File: src/rtl/memorio_bridge.sv
`default_nettype none
// ---------------------------------------------------------------------------
// memorio_bridge : routes CPU loads/stores to data memory or memory-mapped I/O
// channels; macro MEMORIO_BYTE_LANE_EN enables sized byte lanes.   Rev 1.0
// ---------------------------------------------------------------------------
module memorio_bridge #(
  parameter int          NUM_IO      = 4,
  parameter logic [31:0] IO_BASE     = 32'hFFFFFC60,
  parameter int          IO_W        = 16,
  parameter int          WAIT_CYCLES = 1,
  parameter int          TIMEOUT     = 64
) (
  input  logic                     clock,
  input  logic                     reset,
  input  logic [31:0]              caddress,
  input  logic                     memread,
  input  logic                     memwrite,
  input  logic                     ioread,
  input  logic                     iowrite,
  input  logic [31:0]              wdata,
  input  logic [31:0]              mread_data,
  input  logic [NUM_IO*IO_W-1:0]   ioread_data,
  input  logic                     io_ready,
  input  logic [1:0]               size,
  output logic [31:0]              address,
  output logic [31:0]              write_data,
  output logic [31:0]              rdata,
  output logic [NUM_IO-1:0]        io_cs,
  output logic                     io_rd,
  output logic                     io_wr,
  output logic                     stall,
  output logic                     bus_err,
  output logic [3:0]               byte_en
);

  localparam logic [1:0] c_IDLE    = 2'd0;
  localparam logic [1:0] c_IO_WAIT = 2'd1;
  localparam logic [1:0] c_DONE    = 2'd2;

  localparam logic [7:0] c_WAIT     = 8'(WAIT_CYCLES);
  // Abort on the edge where the counter would reach TIMEOUT.
  localparam logic [8:0] c_TMO_LAST = 9'(TIMEOUT - 1);

  logic [1:0]        r_state;
  logic [NUM_IO-1:0] r_cs;
  logic              r_rd;
  logic              r_wr;
  logic              r_err;
  logic [7:0]        r_cnt;
  logic [31:0]       r_data;

  logic              w_io_req;
  logic              w_mem_req;
  logic              w_conflict;
  logic              w_hit;
  logic              w_wr;
  logic              w_done_ok;
  logic              w_timeout;
  logic [31:0]       w_off;
  logic [31:0]       w_ch_data;
  logic [NUM_IO-1:0] w_sel;

  assign w_io_req   = ioread | iowrite;
  assign w_mem_req  = memread | memwrite;
  assign w_conflict = w_io_req & w_mem_req;
  assign w_wr       = memwrite | iowrite;
  assign w_off      = caddress - IO_BASE;

  always_comb begin
    w_sel = '0;
    for (int k = 0; k < NUM_IO; k++) begin
      w_sel[k] = (w_off[31:4] == 28'(k));
    end
  end

  assign w_hit = (caddress >= IO_BASE) && (|w_sel);

  always_comb begin
    w_ch_data = '0;
    for (int k = 0; k < NUM_IO; k++) begin
      if (r_cs[k]) begin
        w_ch_data[IO_W-1:0] = ioread_data[k*IO_W +: IO_W];
      end
    end
  end

  assign w_done_ok = (r_cnt >= c_WAIT) && io_ready;
  assign w_timeout = ({1'b0, r_cnt} >= c_TMO_LAST);

  always_ff @(posedge clock or negedge reset) begin
    if (!reset) begin
      r_state <= c_IDLE;
      r_cs    <= '0;
      r_rd    <= 1'b0;
      r_wr    <= 1'b0;
      r_err   <= 1'b0;
      r_cnt   <= 8'd0;
      r_data  <= 32'd0;
    end else begin
      case (r_state)
        c_IDLE: begin
          if (w_conflict) begin
            r_err <= 1'b1;
          end else if (w_io_req) begin
            if (w_hit) begin
              r_cs    <= w_sel;
              r_rd    <= ioread;
              r_wr    <= iowrite;
              r_cnt   <= 8'd0;
              r_state <= c_IO_WAIT;
            end else begin
              r_err <= 1'b1;
            end
          end
        end
        c_IO_WAIT: begin
          if (r_cnt != 8'hFF) begin
            r_cnt <= r_cnt + 8'd1;
          end
          // A completion in the same cycle as the timeout still wins.
          if (w_done_ok || w_timeout) begin
            r_data  <= (w_done_ok && !r_wr) ? w_ch_data : 32'd0;
            r_cs    <= '0;
            r_rd    <= 1'b0;
            r_wr    <= 1'b0;
            r_state <= c_DONE;
            if (!w_done_ok) begin
              r_err <= 1'b1;
            end
          end
        end
        c_DONE:  r_state <= c_IDLE;
        default: r_state <= c_IDLE;
      endcase
    end
  end

  assign address = caddress;
  assign io_cs   = r_cs;
  assign io_rd   = r_rd;
  assign io_wr   = r_wr;
  assign bus_err = r_err;
  assign stall   = (r_state == c_IO_WAIT) ||
                   ((r_state == c_IDLE) && w_io_req && !w_mem_req && w_hit);

  always_comb begin
    rdata = 32'd0;
    if (r_state == c_DONE) begin
      rdata = r_data;
    end else if ((r_state == c_IDLE) && w_mem_req && !w_io_req) begin
      rdata = mread_data;
    end
  end

`ifdef MEMORIO_BYTE_LANE_EN
  logic [3:0] w_unused_bits;
  assign w_unused_bits = w_off[3:0];

  always_comb begin
    byte_en    = 4'h0;
    write_data = 32'd0;
    if (w_wr) begin
      case (size)
        2'd0: begin
          byte_en    = 4'b0001 << caddress[1:0];
          write_data = {4{wdata[7:0]}};
        end
        2'd1: begin
          byte_en    = 4'b0011 << {caddress[1], 1'b0};
          write_data = {2{wdata[15:0]}};
        end
        default: begin
          byte_en    = 4'hF;
          write_data = wdata;
        end
      endcase
    end
  end
`else
  logic [5:0] w_unused_bits;
  assign w_unused_bits = {w_off[3:0], size};

  assign byte_en    = w_wr ? 4'hF : 4'h0;
  assign write_data = w_wr ? wdata : 32'd0;
`endif

endmodule
`default_nettype wire
File: config.mk
export PLATFORM = sky130hd
export DESIGN_NAME = memorio_bridge
export DESIGN_NICKNAME = d
export VERILOG_FILES = /design/src/rtl/memorio_bridge.sv
export SDC_FILE = /design/constraint.sdc
export NUM_CORES = 1
export LEC_CHECK = 0
export ABC_AREA = 1
export BUFFER_PORTS_ARGS = -buffer_cell sky130_fd_sc_hd__clkbuf_2
export CORE_AREA = 2 2 107 109
export CTS_CLUSTER_SIZE = 25
export DETAILED_ROUTE_END_ITERATION = 8
export DIE_AREA = 0 0 109 111
export GPL_ROUTABILITY_DRIVEN = 0
export GPL_TIMING_DRIVEN = 0
export MAX_ROUTING_LAYER = met4
export PLACE_DENSITY_LB_ADDON = 0.05
export SLEW_MARGIN = 20
export SYNTH_ARGS = -nofsm -noshare
export SYNTH_HDL_FRONTEND = slang
export SYNTH_SLANG_ARGS = --single-unit
File: constraint.sdc
create_clock -name clock -period 3.3 [get_ports clock]
set_input_delay 0.165 -clock clock [delete_from_list [all_inputs] [get_ports clock]]
set_output_delay 0.165 -clock clock [all_outputs]
set_load 0.01 [all_outputs]
* Yosys cells after proc, flatten, opt, wreduce, memory -nomap -nowiden *
Index checks and enable logic that the tools add are counted.
Widths: inputs -> output; s select.

word-level totals
  bits in writable memories = 0
  input bits = 169
  memories = 0
  bits in latches = 0
  logic and storage cells = 91
  flip-flop bits (word level) = 49
  memory bits (read-only) = 0
  output and inout bits = 108

operators by class
  multiply operators = 0
  equality and inequality tests = 14
  mux-type cells = 39
  div/mod/pow operators = 0
  reduce and logical (&&, ||, !) cells = 22
  magnitude comparators = 3
  add/sub/neg operators = 2
  shift operators = 0
  bitwise logic cells = 4

operators by type and width
  kind                    number
  $mux 32                 3
  $mux 16                 5
  $eq 28x2->1 const B     2
  $ge 32x32->1 const B    1
  $mux 8                  4
  $sub 32x32->32 const B  1
  $eq 28x1->1 const B     1
  $logic_not 28->1        1
  $mux 4                  5
  $pmux 8 s2              1
  $reduce_and 5->1        3
  $mux 1                  12
  $ne 2x2->1 const B      6
  $add 8x1->8 const B     1
  $ge 8x1->1 const B      1
  $ge 8x6->1 const B      1
  $logic_and 1x1->1       8
  $mux 2                  4
  $ne 8x8->1 const B      1
  $pmux 4 s2              1
  $ne 3x3->1 const B      2
  $pmux 1 s2              3
  $pmux 2 s2              1
  $reduce_and 4->1        1
  10 further kinds        15

* Longest topological paths before layout *
Gate-level depths: netlist of run 1.

  depth after elaboration = 8
  gate-level depth with buffers = 19

* Worst setup path before layout of run 1 *
Ideal clock, no wire load.

  kind = input-to-reg
  from = input caddress[5]
  to = register r_cnt[2]
  buffers on the path = 0
  arrival time = 1,870 ps
  stages = 15
  setup slack = 1,310 ps
  cell sequence = ha_1 -> nor2_1 -> nand2_1 -> nand2_1 -> o22ai_1 -> nor3_1 -> nand3_1 -> nor2_1 -> o21ai_1 -> nand2_1 -> nand2_1 -> nand2_2 -> nand2_4 -> nand2_1 -> nand2_1

between the ends
  word-level cells in the longest chain between the ends = 6

ends and longest elaborated chain
  what                                       RTL line  source
  from (decl)                                15        input logic [31:0] caddress,
  $sub 32x32->32                             67        assign w_off = caddress - IO_BASE;
  $eq 28x1->1, or another cell as far along  72        w_sel[k] = (w_off[31:4] == 28'(k));
  $reduce_or 4->1                            76        assign w_hit = (caddress >= IO_BASE) && (|w_sel);
  $logic_and 1x1->1 (*)                      76
  $ne 2x2->1 (no line) (*)                   -
  $reduce_and 5->1 (no line) (*)             -
  to (signal assigned)                       118       r_cnt <= r_cnt + 8'd1;
  to (decl)                                  49        logic [7:0] r_cnt;

Every way passes the cells marked *; elsewhere a longest branch is shown, timed or not.
A chain may end at the register's enable or synchronous reset.

* Final worst setup path of run 1 *
  from = input caddress[5]
  to = output stall

between the ends
  word-level cells in the longest chain between the ends = 6

ends and longest elaborated chain
  what                                       RTL line  source
  $sub 32x32->32                             67
  $eq 28x1->1, or another cell as far along  72
  $reduce_or 4->1                            76
  $logic_and 1x1->1 (*)                      76
  $logic_and 1x1->1 (*)                      144       ((r_state == c_IDLE) && w_io_req && !w_mem_req && w_hit);
  $logic_or 1x1->1 (*)                       143       assign stall = (r_state == c_IO_WAIT) ||
  to (decl)                                  31        output logic stall,

Marks and branches as above.

==> results.toml, run 1 <==
[run_status]
status = "finished with violations"
failed_checks = "negative hold slack"

[sta]
hold_viol = 33
report.final.slew_viol_count = 0
tns_ps = 0
finalSetupViolations = 0
max_freq_mhz = 390
worst_slack_ps = 737
tightest_slew_ps = 795
period_share = 0.777
relSlewSlack = 0.470
rsz0062_at_grt = "no"
fin_skew_ps = 6.00
whs_ps = -34.5
layout_min_cycle_time_ps = 2560

[final_layout]
utilization = 0.514
area_delta_synth_final_pct = 41.3
num_antenna_cells = 0
design_area_um2 = 5690
finalNetCount = 1158
drive_gt1_frac = 0.343
n_fill_cell = 1200
instances_no_fill = 1129

[pwr]
clock_power_share = 0.355
switchingPower_mw = 0.376
power_density_nw_per_um2 = 217
pwr-share-seq = 0.328
total_leakage_power_nw = 3.27
combPwrFrac = 0.318
intPower_mw = 0.860
switching_share = 0.304
peakVddDrop_v = 0.000160

[yosys]
synthCells = 709
yosysWarnings = 0
avgSynthCellArea_um2 = 5.68
syn-num-nets = 882
synth_cell_types = 32
synthArstFlopShare = 1.00
ys.flop_type = "dfrtp_1"
syn_area_um2 = 4030
synth_edf_count = 0
seq_area_frac_synth = 0.205
synth-seq-cells = 33

[drt]
drtIter0Drc = 200
routed_wl_um = 13200
firstDrtPassIters = 4
drc = 0
wl_per_cell_um = 11.7
vias = 5165
drtAntennaViolNets = 0
vias_per_cell = 4.57

[setup_path]
critical_path_class = "input pin to output pin"
setup.worst_path.start_class = "input pin"
ff2ff_setup_slack_ps = 820
critPathMaxFanout = 6
cp.arrival_ps = 2400
cp.required_ps = 3130
end_kind = "output pin"

[placement]
port_buffers = 269
dpl_cell_area_um2 = 5550
dpl.cell_count = 1121
dp_hpwl_um = 11300
post-place-ws_ps = 682

[floorplanning]
die_y_um = 111
die_w_um = 109
core_um2 = 11100
initial_core_util = 0.363
ios = 277
die_area_um2 = 12100
num_rows = 39

[cts]
htree_levels = 2
cts_tree = "yes"
clk_latency_ps = 280
cts_resized = 0
clockBufferDepth = 2
clk_pin_slew_ps = 50
post-cts-setup-buffer-count = 0
root_buffer = "clkbuf_16"
hold_buffers = 0
cts_buffers = 5
clock-sinks = 33

[global_route]
grt_pass1_vias = 4629
grt_pass1_wl_um = 21200
grt_start_max_net_pins = 34
antenna_found_initial = 0
grt_overflow_total = 0
grt_util_all_layers = 0.218

[worst_hold_path]
hp-class = "input pin to async pin"

[run]
cap_violations = 0
## kinds of logic after synthesis
logic type | Yosys count | synth area share
buffers and inverters | 184 | 0.205
DFF | 33 | 0.205
adders and majority gates | 4 | 0.0124
and+or+nand+nor | 375 | 0.417
AOI/OAI and AO/OA | 113 | 0.159
## stage by stage
stage                     power (mW)  hold slack (ps)
after floorplan                0.603             -131
after global routing            1.32             50.0
final                           1.24            -34.5
after detailed placement       0.807              301
after CTS                       1.25             1.39
after global placement         0.807              302
## cell usage after synthesis (all sizes together), types with 2 or more instances
library cell,n,area share
a21oi,22,0.027
a22oi,16,0.030
and2,2,0.0031
buf,38,0.069
clkbuf,18,0.017
dfrtp,33,0.21
ha,4,0.012
inv,127,0.12
nand2,145,0.14
nand3,73,0.097
nand3b,3,0.0056
nand4,14,0.022
nor2,123,0.13
nor3,10,0.012
nor4,4,0.0062
o21ai,54,0.067
o21bai,3,0.0056
o22ai,15,0.023
## final timing paths
kind,start,end,cells past startpoint
max,caddress[5],stall,14
min,reset,r_cnt[5],1
max reg2reg,r_cnt[0],r_data[1],13
min reg2reg,io_rd,io_rd,2
max in group asynchronous,reset,r_data[8],1
min in group clock,ioread_data[61],r_data[13],3
## sequential cells by signal, indices dropped and copies added, names as in the netlist
name	cells
bus_err	1
io_wr	1
r_cnt	8
r_data	16
io_cs	4
r_state	2
io_rd	1
## final cells by class
cell class	instances	area, µm²	area share
Multi-Input combinational cell	492	2370	0.417
Buffer	56	347	0.0609
Tap cell	143	179	0.0314
Timing Repair Buffer	269	1350	0.237
Clock buffer	6	129	0.0227
Inverter	128	480	0.0845
Sequential cell	33	826	0.145
Clock inverter	2	10.0	0.00176
## power by group through the flow
stage | Sequential [mW] | Combinational, mW | Clock [mW]
floorplan | 0.412 | 0.191 | 0
global placement | 0.412 | 0.395 | 0
detailed placement | 0.412 | 0.395 | 0
CTS | 0.405 | 0.397 | 0.452
global route | 0.405 | 0.441 | 0.471
finish | 0.405 | 0.393 | 0.439
## placed cells by master, fill, tap and decap left out, types with 2 or more instances in the layout
| cell | count |
|---|---|
| clkbuf_2 | 269 |
| nand2_1 | 137 |
| inv_1 | 126 |
| nor2_1 | 113 |
| nand3_1 | 68 |
| o21ai_0 | 50 |
| buf_4 | 36 |
| dfrtp_1 | 33 |
| a21oi_1 | 22 |
| clkbuf_1 | 19 |
| a22oi_1 | 16 |
| o22ai_1 | 15 |
| nand4_1 | 14 |
| nor3_1 | 10 |
| nand2_2 | 6 |
| nand3_2 | 5 |
| nor2_4 | 5 |
| nor2_2 | 5 |
| clkbuf_16 | 5 |
| o21ai_1 | 4 |
| nor4_1 | 4 |
| ha_1 | 4 |
| o21bai_1 | 3 |
| nand3b_1 | 3 |
| and2_1 | 2 |
| nand2_4 | 2 |
| clkinv_2 | 2 |
## worst max-delay path, cell delays in order
cell	delay (ps)
clkbuf_2	130
ha_1	220
nor2_1	190
nand2_1	190
nand2_1	190
o22ai_1	90
nor3_1	370
nand3_1	170
nor2_1	130
o21ai_1	80
nand2_1	70
nand2_1	60
nand2_2	160
clkbuf_2	160
## metal layers
layer | global-route usage | wire (µm) | up-vias
met5 | - | 0 | -
met4 | 0.0470 | 89 | 0
met3 | 0.0247 | 897 | 6
met2 | 0.376 | 6460 | 171
met1 | 0.271 | 5730 | 2192
li1 | - | - | 2796
No activity file was read; power rests on OpenSTA's default activity.
==> inputs of run 2 (changes only) <==
--- a/config.mk
+++ b/config.mk
@@ -7,10 +7,10 @@
 export LEC_CHECK = 0
 export ABC_AREA = 1
 export BUFFER_PORTS_ARGS = -buffer_cell sky130_fd_sc_hd__clkbuf_2
-export CORE_AREA = 2 2 107 109
+export CORE_AREA = 2 2 106 108
 export CTS_CLUSTER_SIZE = 25
 export DETAILED_ROUTE_END_ITERATION = 8
-export DIE_AREA = 0 0 109 111
+export DIE_AREA = 0 0 108 110
 export GPL_ROUTABILITY_DRIVEN = 0
 export GPL_TIMING_DRIVEN = 0
 export MAX_ROUTING_LAYER = met4
==> constraint.sdc (replaced) <==
create_clock -name clock -period 2.6 [get_ports clock]
set_input_delay 0.13 -clock clock [delete_from_list [all_inputs] [get_ports clock]]
set_output_delay 0.13 -clock clock [all_outputs]
set_load 0.01 [all_outputs]
==> run 2 against run 1 <==
Compared with the run above:
- count of clock-buffer cells in the layout is 1 higher
- highest routed layer unchanged
- routed wire length rose by 4.7%
- flip-flop and latch count unchanged
- worst setup slack got worse by 470 ps
- the run now ends clean
- via count grew 1.0%
- critical path depth fell by 1
- final cell count is 0.18% lower
- global-route usage increased by 0.68 points
- cell area about the same
- sequential power grew 27%
- first-iteration DRC count rose by 55%
- die area decreased by 1.8%
==> results.toml, run 2 (synthesis results as in run 1) <==
[final_layout]
regMostFlops = "r_data"
instances_no_fill = 1127
area_delta_synth_final_pct = 41.4
design_area_um2 = 5690
finalNetCount = 1159
num_antenna_cells = 0
mostFrequentLayoutCell = "clkbuf_2"
drive_gt1_frac = 0.349
largest_register_ffs = 16
most-common-layout-cells = "clkbuf_2 (269), nand2_1 (136), inv_1 (126), nor2_1 (110), nand3_1 (67)"

[drt]
drtIter0Drc = 309
wl_per_cell_um = 12.2
routed_wl_um = 13800
drc = 0
drtAntennaViolNets = 0
firstDrtPassIters = 5
vias = 5219
vias_per_cell = 4.63

[cts]
clk_latency_ps = 290
cts_buffers = 5
cts_tree = "yes"
clockBufferDepth = 2
htree_levels = 2
clock-sinks = 33
root_buffer = "clkbuf_8"
post-cts-setup-buffer-count = 0
clk_pin_slew_ps = 70

[sta]
report.final.slew_viol_count = 0
rsz0062_at_grt = "no"
tns_ps = 0
finalSetupViolations = 0
period_share = 0.897
max_freq_mhz = 429
hold_viol = 0
layout_min_cycle_time_ps = 2330
tightest_slew_ps = 821
fin_skew_ps = 2.91
relSlewSlack = 0.453

[global_route]
grt_pass1_wl_um = 20900
grt_pass1_vias = 4461
grt_start_max_net_pins = 34
antenna_found_initial = 0
grt_util_all_layers = 0.225
grt_overflow_total = 0

[setup_path]
worstSetupStartpoint = "r_cnt[0]"
critical_path_class = "register to register"
cp.required_ps = 2750
critPathMaxFanout = 10
ff2ff_setup_slack_ps = 270
cp.arrival_ps = 2480
regToRegEndpoint = "r_data[3]"
cpPeakStageDelay_ps = 410
crit_slowest_cell = "clkbuf_1"
r2r_start = "r_cnt[0]"
end_kind = "register"
crit_buf_inv = 4
path_cells = "ha_1 > nand2_1 > nor2_1 > inv_1 > nor2_1 > inv_1 > nor2_1 > nor2_1 > inv_1 > nor3_1 > nor2_2 > clkbuf_1 > o22ai_1"
reg2reg_depth = 13
setup.worst_path.start_class = "register"
cpMostUsedCell = "nor2_1"
critPathTopFamily = "simple AND/OR/NAND/NOR gates"

[run_status]
status = "finished, final reports clean"

[floorplanning]
die_w_um = 108
die_y_um = 110
ios = 277
num_rows = 38
die_area_um2 = 11900
initial_core_util = 0.376
core_um2 = 10700

[pwr]
power_density_nw_per_um2 = 267
total_leakage_power_nw = 3.26
peakVddDrop_v = 0.000148

[worst_hold_path]
whs_endpoint = "r_data[13]"
min_from = "ioread_data[61]"
hp-class = "input pin to register"
min_path_cells = 3

[placement]
port_buffers = 269
dpl.cell_count = 1118
dpl_cell_area_um2 = 5550
dp_hpwl_um = 11800

[run]
cap_violations = 0
## run 2: changes by cell type in the layout (fill, tap and decap cells not counted)
cell / delta
nand2_2: +1
dlygate4sd3_1: +1
nand3_2: +1
nor2_2: +3
nand3_1: -1
clkbuf_16: -5
nor2_1: -3
nand2_1: -1
clkbuf_8: +6
nor3_2: +1
nor3_1: -1
bufinv_16: +1
clkinv_2: -2
## run 2: worst reg2reg max path, delay by kind of cell, from the launching register on
kind | cells | cell delay, ps
and+or+nand+nor | 7 | 810
adders and majority gates | 1 | 210
AOI/OAI and AO/OA | 1 | 140
buffers and inverters | 4 | 620
DFF | 1 | 400
## run 2: worst max path at each step
stage | to | slack (ps) | depth (start not counted)
global placement | r_cnt[5] | 50 | 16
CTS | stall | 100 | 14
detailed placement | r_cnt[4] | 40 | 16
finish | r_data[3] | 270 | 13
global route | stall | 30 | 18
floorplan | io_cs[1] | 630 | 16
## run 2: layout make-up
class / instances / area, µm²
clock buffers: 7 / 86.3
well taps: 140 / 175
flip-flops and latches: 33 / 826
clock inverters: 1 / 30.0
repair buffers: 270 / 1360
fillers: 1188 / 5000
plain buffers: 56 / 347
multi-input cells: 492 / 2390
inverters: 128 / 480
## run 2: report_power, final
part / switching [mW] / internal (mW)
clock: 0.191 / 0.312
sequential: 0.000000148 / 0.513
combinational: 0.277 / 0.229
## run 2: through the flow
step	utilization	total power, mW	hold WS (ps)	setup slack [ps]
finish	0.532	1.52	116	268
global route	0.532	1.62	151	32.7
CTS	0.530	1.53	117	99.0
detailed placement	0.518	1.03	267	39.6
global placement	0.518	1.03	260	51.6
floorplan	-	0.765	-166	625
## run 2: per-layer routing
layer / wire length, µm / vias up / global-route usage
li1: - / 2786 / -
met1: 5800 / 2214 / 0.274
met2: 6940 / 202 / 0.404
met3: 851 / 17 / 0.0223
met4: 207 / 0 / 0.0485
met5: 0 / - / -
## run 2: what timing repair did
| action | CTS | global route |
|---|---|---|
| hold buffers | 1 | 0 |
| setup endpoints to repair | 0 | 21 |
| resized for setup | 0 | 6 |
| hold endpoints to repair | 33 | 0 |
==> inputs of run 3 (changes only) <==
--- a/config.mk
+++ b/config.mk
@@ -7,10 +7,10 @@
 export LEC_CHECK = 0
 export ABC_AREA = 1
 export BUFFER_PORTS_ARGS = -buffer_cell sky130_fd_sc_hd__clkbuf_2
-export CORE_AREA = 2 2 106 108
+export CORE_MARGIN = 10
+export CORE_UTILIZATION = 43
 export CTS_CLUSTER_SIZE = 25
 export DETAILED_ROUTE_END_ITERATION = 8
-export DIE_AREA = 0 0 108 110
 export GPL_ROUTABILITY_DRIVEN = 0
 export GPL_TIMING_DRIVEN = 0
 export MAX_ROUTING_LAYER = met4
==> run 3 against run 2 <==
Compared with the run above:
- non-clock buffer count grew 1
- largest power group unchanged
- critical endpoint is now stall
- worst setup slack better by 35 ps
- routed wire length grew 11%
==> results.toml, run 3 (synthesis results as in run 1) <==
[global_route]
grt_pass1_vias = 5247
antenna_found_initial = 0
grt_start_max_net_pins = 34
grt_pass1_wl_um = 24200
grt_util_all_layers = 0.219
grt_overflow_total = 0

[setup_path]
r2r_start = "r_cnt[0]"
ff2ff_setup_slack_ps = 480
regToRegEndpoint = "r_data[3]"
reg2reg_depth = 13
cp.required_ps = 2470
critPathMaxFanout = 6
end_kind = "output pin"
cp.arrival_ps = 2170
setup.worst_path.start_class = "input pin"
critical_path_class = "input pin to output pin"

[drt]
met2_length_um = 7730
dr_wl_met3_um = 1140
vias_per_cell = 4.70
firstDrtPassIters = 4
wirelength_met1_um = 6220
routed_wl_um = 15300
wl_per_cell_um = 13.9
drtIter0Drc = 179
highest_layer = "met4"
drtAntennaViolNets = 0
vias = 5164
drc = 0

[sta]
tns_ps = 0
max_freq_mhz = 435
tightest_slew_ps = 799
hold_viol = 0
rsz0062_at_grt = "no"
worst_slack_ps = 303
fin_skew_ps = 5.02
relSlewSlack = 0.468
finalSetupViolations = 0
period_share = 0.883
report.final.slew_viol_count = 0
layout_min_cycle_time_ps = 2300

[placement]
port_buffers = 269
post-place-ws_ps = 98.5
dp_hpwl_um = 13500
dpl_cell_area_um2 = 5510

[final_layout]
most-common-layout-cells = "clkbuf_2 (269), nand2_1 (137), inv_1 (126), nor2_1 (110), nand3_1 (68)"
mostFrequentLayoutCell = "clkbuf_2"
num_antenna_cells = 0
largest_register_ffs = 16
regMostFlops = "r_data"
drive_gt1_frac = 0.348
finalNetCount = 1160
design_area_um2 = 5640
area_delta_synth_final_pct = 40.2

[pwr]
finalPower_mw = 1.44
peakVddDrop_v = 0.000165
total_leakage_power_nw = 3.27
power_density_nw_per_um2 = 256

[floorplanning]
die_w_um = 117
initial_core_util = 0.438
ios = 277
die_y_um = 117
die_area_um2 = 13600
core_um2 = 9200
num_rows = 35

[cts]
clk_latency_ps = 290
clockBufferDepth = 2
root_buffer = "clkbuf_8"
htree_levels = 2
clk_pin_slew_ps = 60
cts_buffers = 5
cts_tree = "yes"
clock-sinks = 33

[worst_hold_path]
hp-class = "input pin to register"
min_from = "ioread_data[61]"
whs_endpoint = "r_data[13]"
min_path_cells = 3

[run]
cap_violations = 0

[run_status]
status = "finished, final reports clean"
## run 3: cell types whose count changed in the layout (fill, tap and decap cells not counted), sizes merged
cell | before | now
buf | 38 | 39
bufinv | 1 | 0
clkinv | 1 | 2
## run 3: timing repair
item | CTS | global route
gates resized for setup | 0 | 4
buffers inserted | 0 | 1
endpoints found under the setup margin | 0 | 28
hold buffers | 1 | 0
hold endpoints to repair | 33 | 0
## run 3: final cells by class
type	instances	area [µm²]
multi-input cells	492	2380
well taps	111	139
plain buffers	56	347
flip-flops and latches	33	826
fillers	999	3550
clock inverters	1	5.00
clock buffers	7	96.3
inverters	128	480
repair buffers	271	1360
## run 3: metrics by stage
stage / std cells / hold WS (ps) / utilization
after floorplan: 709 / -166 / -
after global placement: 1089 / 266 / 0.599
after detailed placement: 1089 / 258 / 0.599
after CTS: 1098 / 135 / 0.611
after global routing: 1099 / 145 / 0.613
final: 1099 / 140 / 0.613
## run 3: how the worst max path moves through the flow
stage	start	endpoint	slack, ps
after floorplan	r_cnt[0]	io_cs[1]	630
after global placement	caddress[5]	r_cnt[6]	120
after detailed placement	caddress[5]	r_cnt[6]	100
after CTS	r_cnt[0]	io_cs[2]	100
after global routing	caddress[5]	stall	8
final	caddress[5]	stall	300
## run 3: where the power goes
part           switching, mW  internal [mW]  total (mW)
clock network          0.186          0.239       0.425
logic                  0.276          0.228       0.504
registers        0.000000143          0.513       0.513
total                  0.461          0.981        1.44
## run 3: routing by layer
layer	global-route usage	vias up
met4	0.0486	0
li1	-	2790
met3	0.0406	11
met2	0.390	172
met5	-	-
met1	0.249	2191
## run 3: critical path: stages
cell and delay, ps:
clkbuf_2 120, ha_1 220, nor2_1 170, nand2_1 180, nand2_1 210, nor2_1 70
nand2_1 50, nand2_1 60, nor2_1 80, nand3_1 190, nor2_1 140, o21ai_1 80
nand2_1 70, nand2_1 60, nand2_2 160, clkbuf_2 170
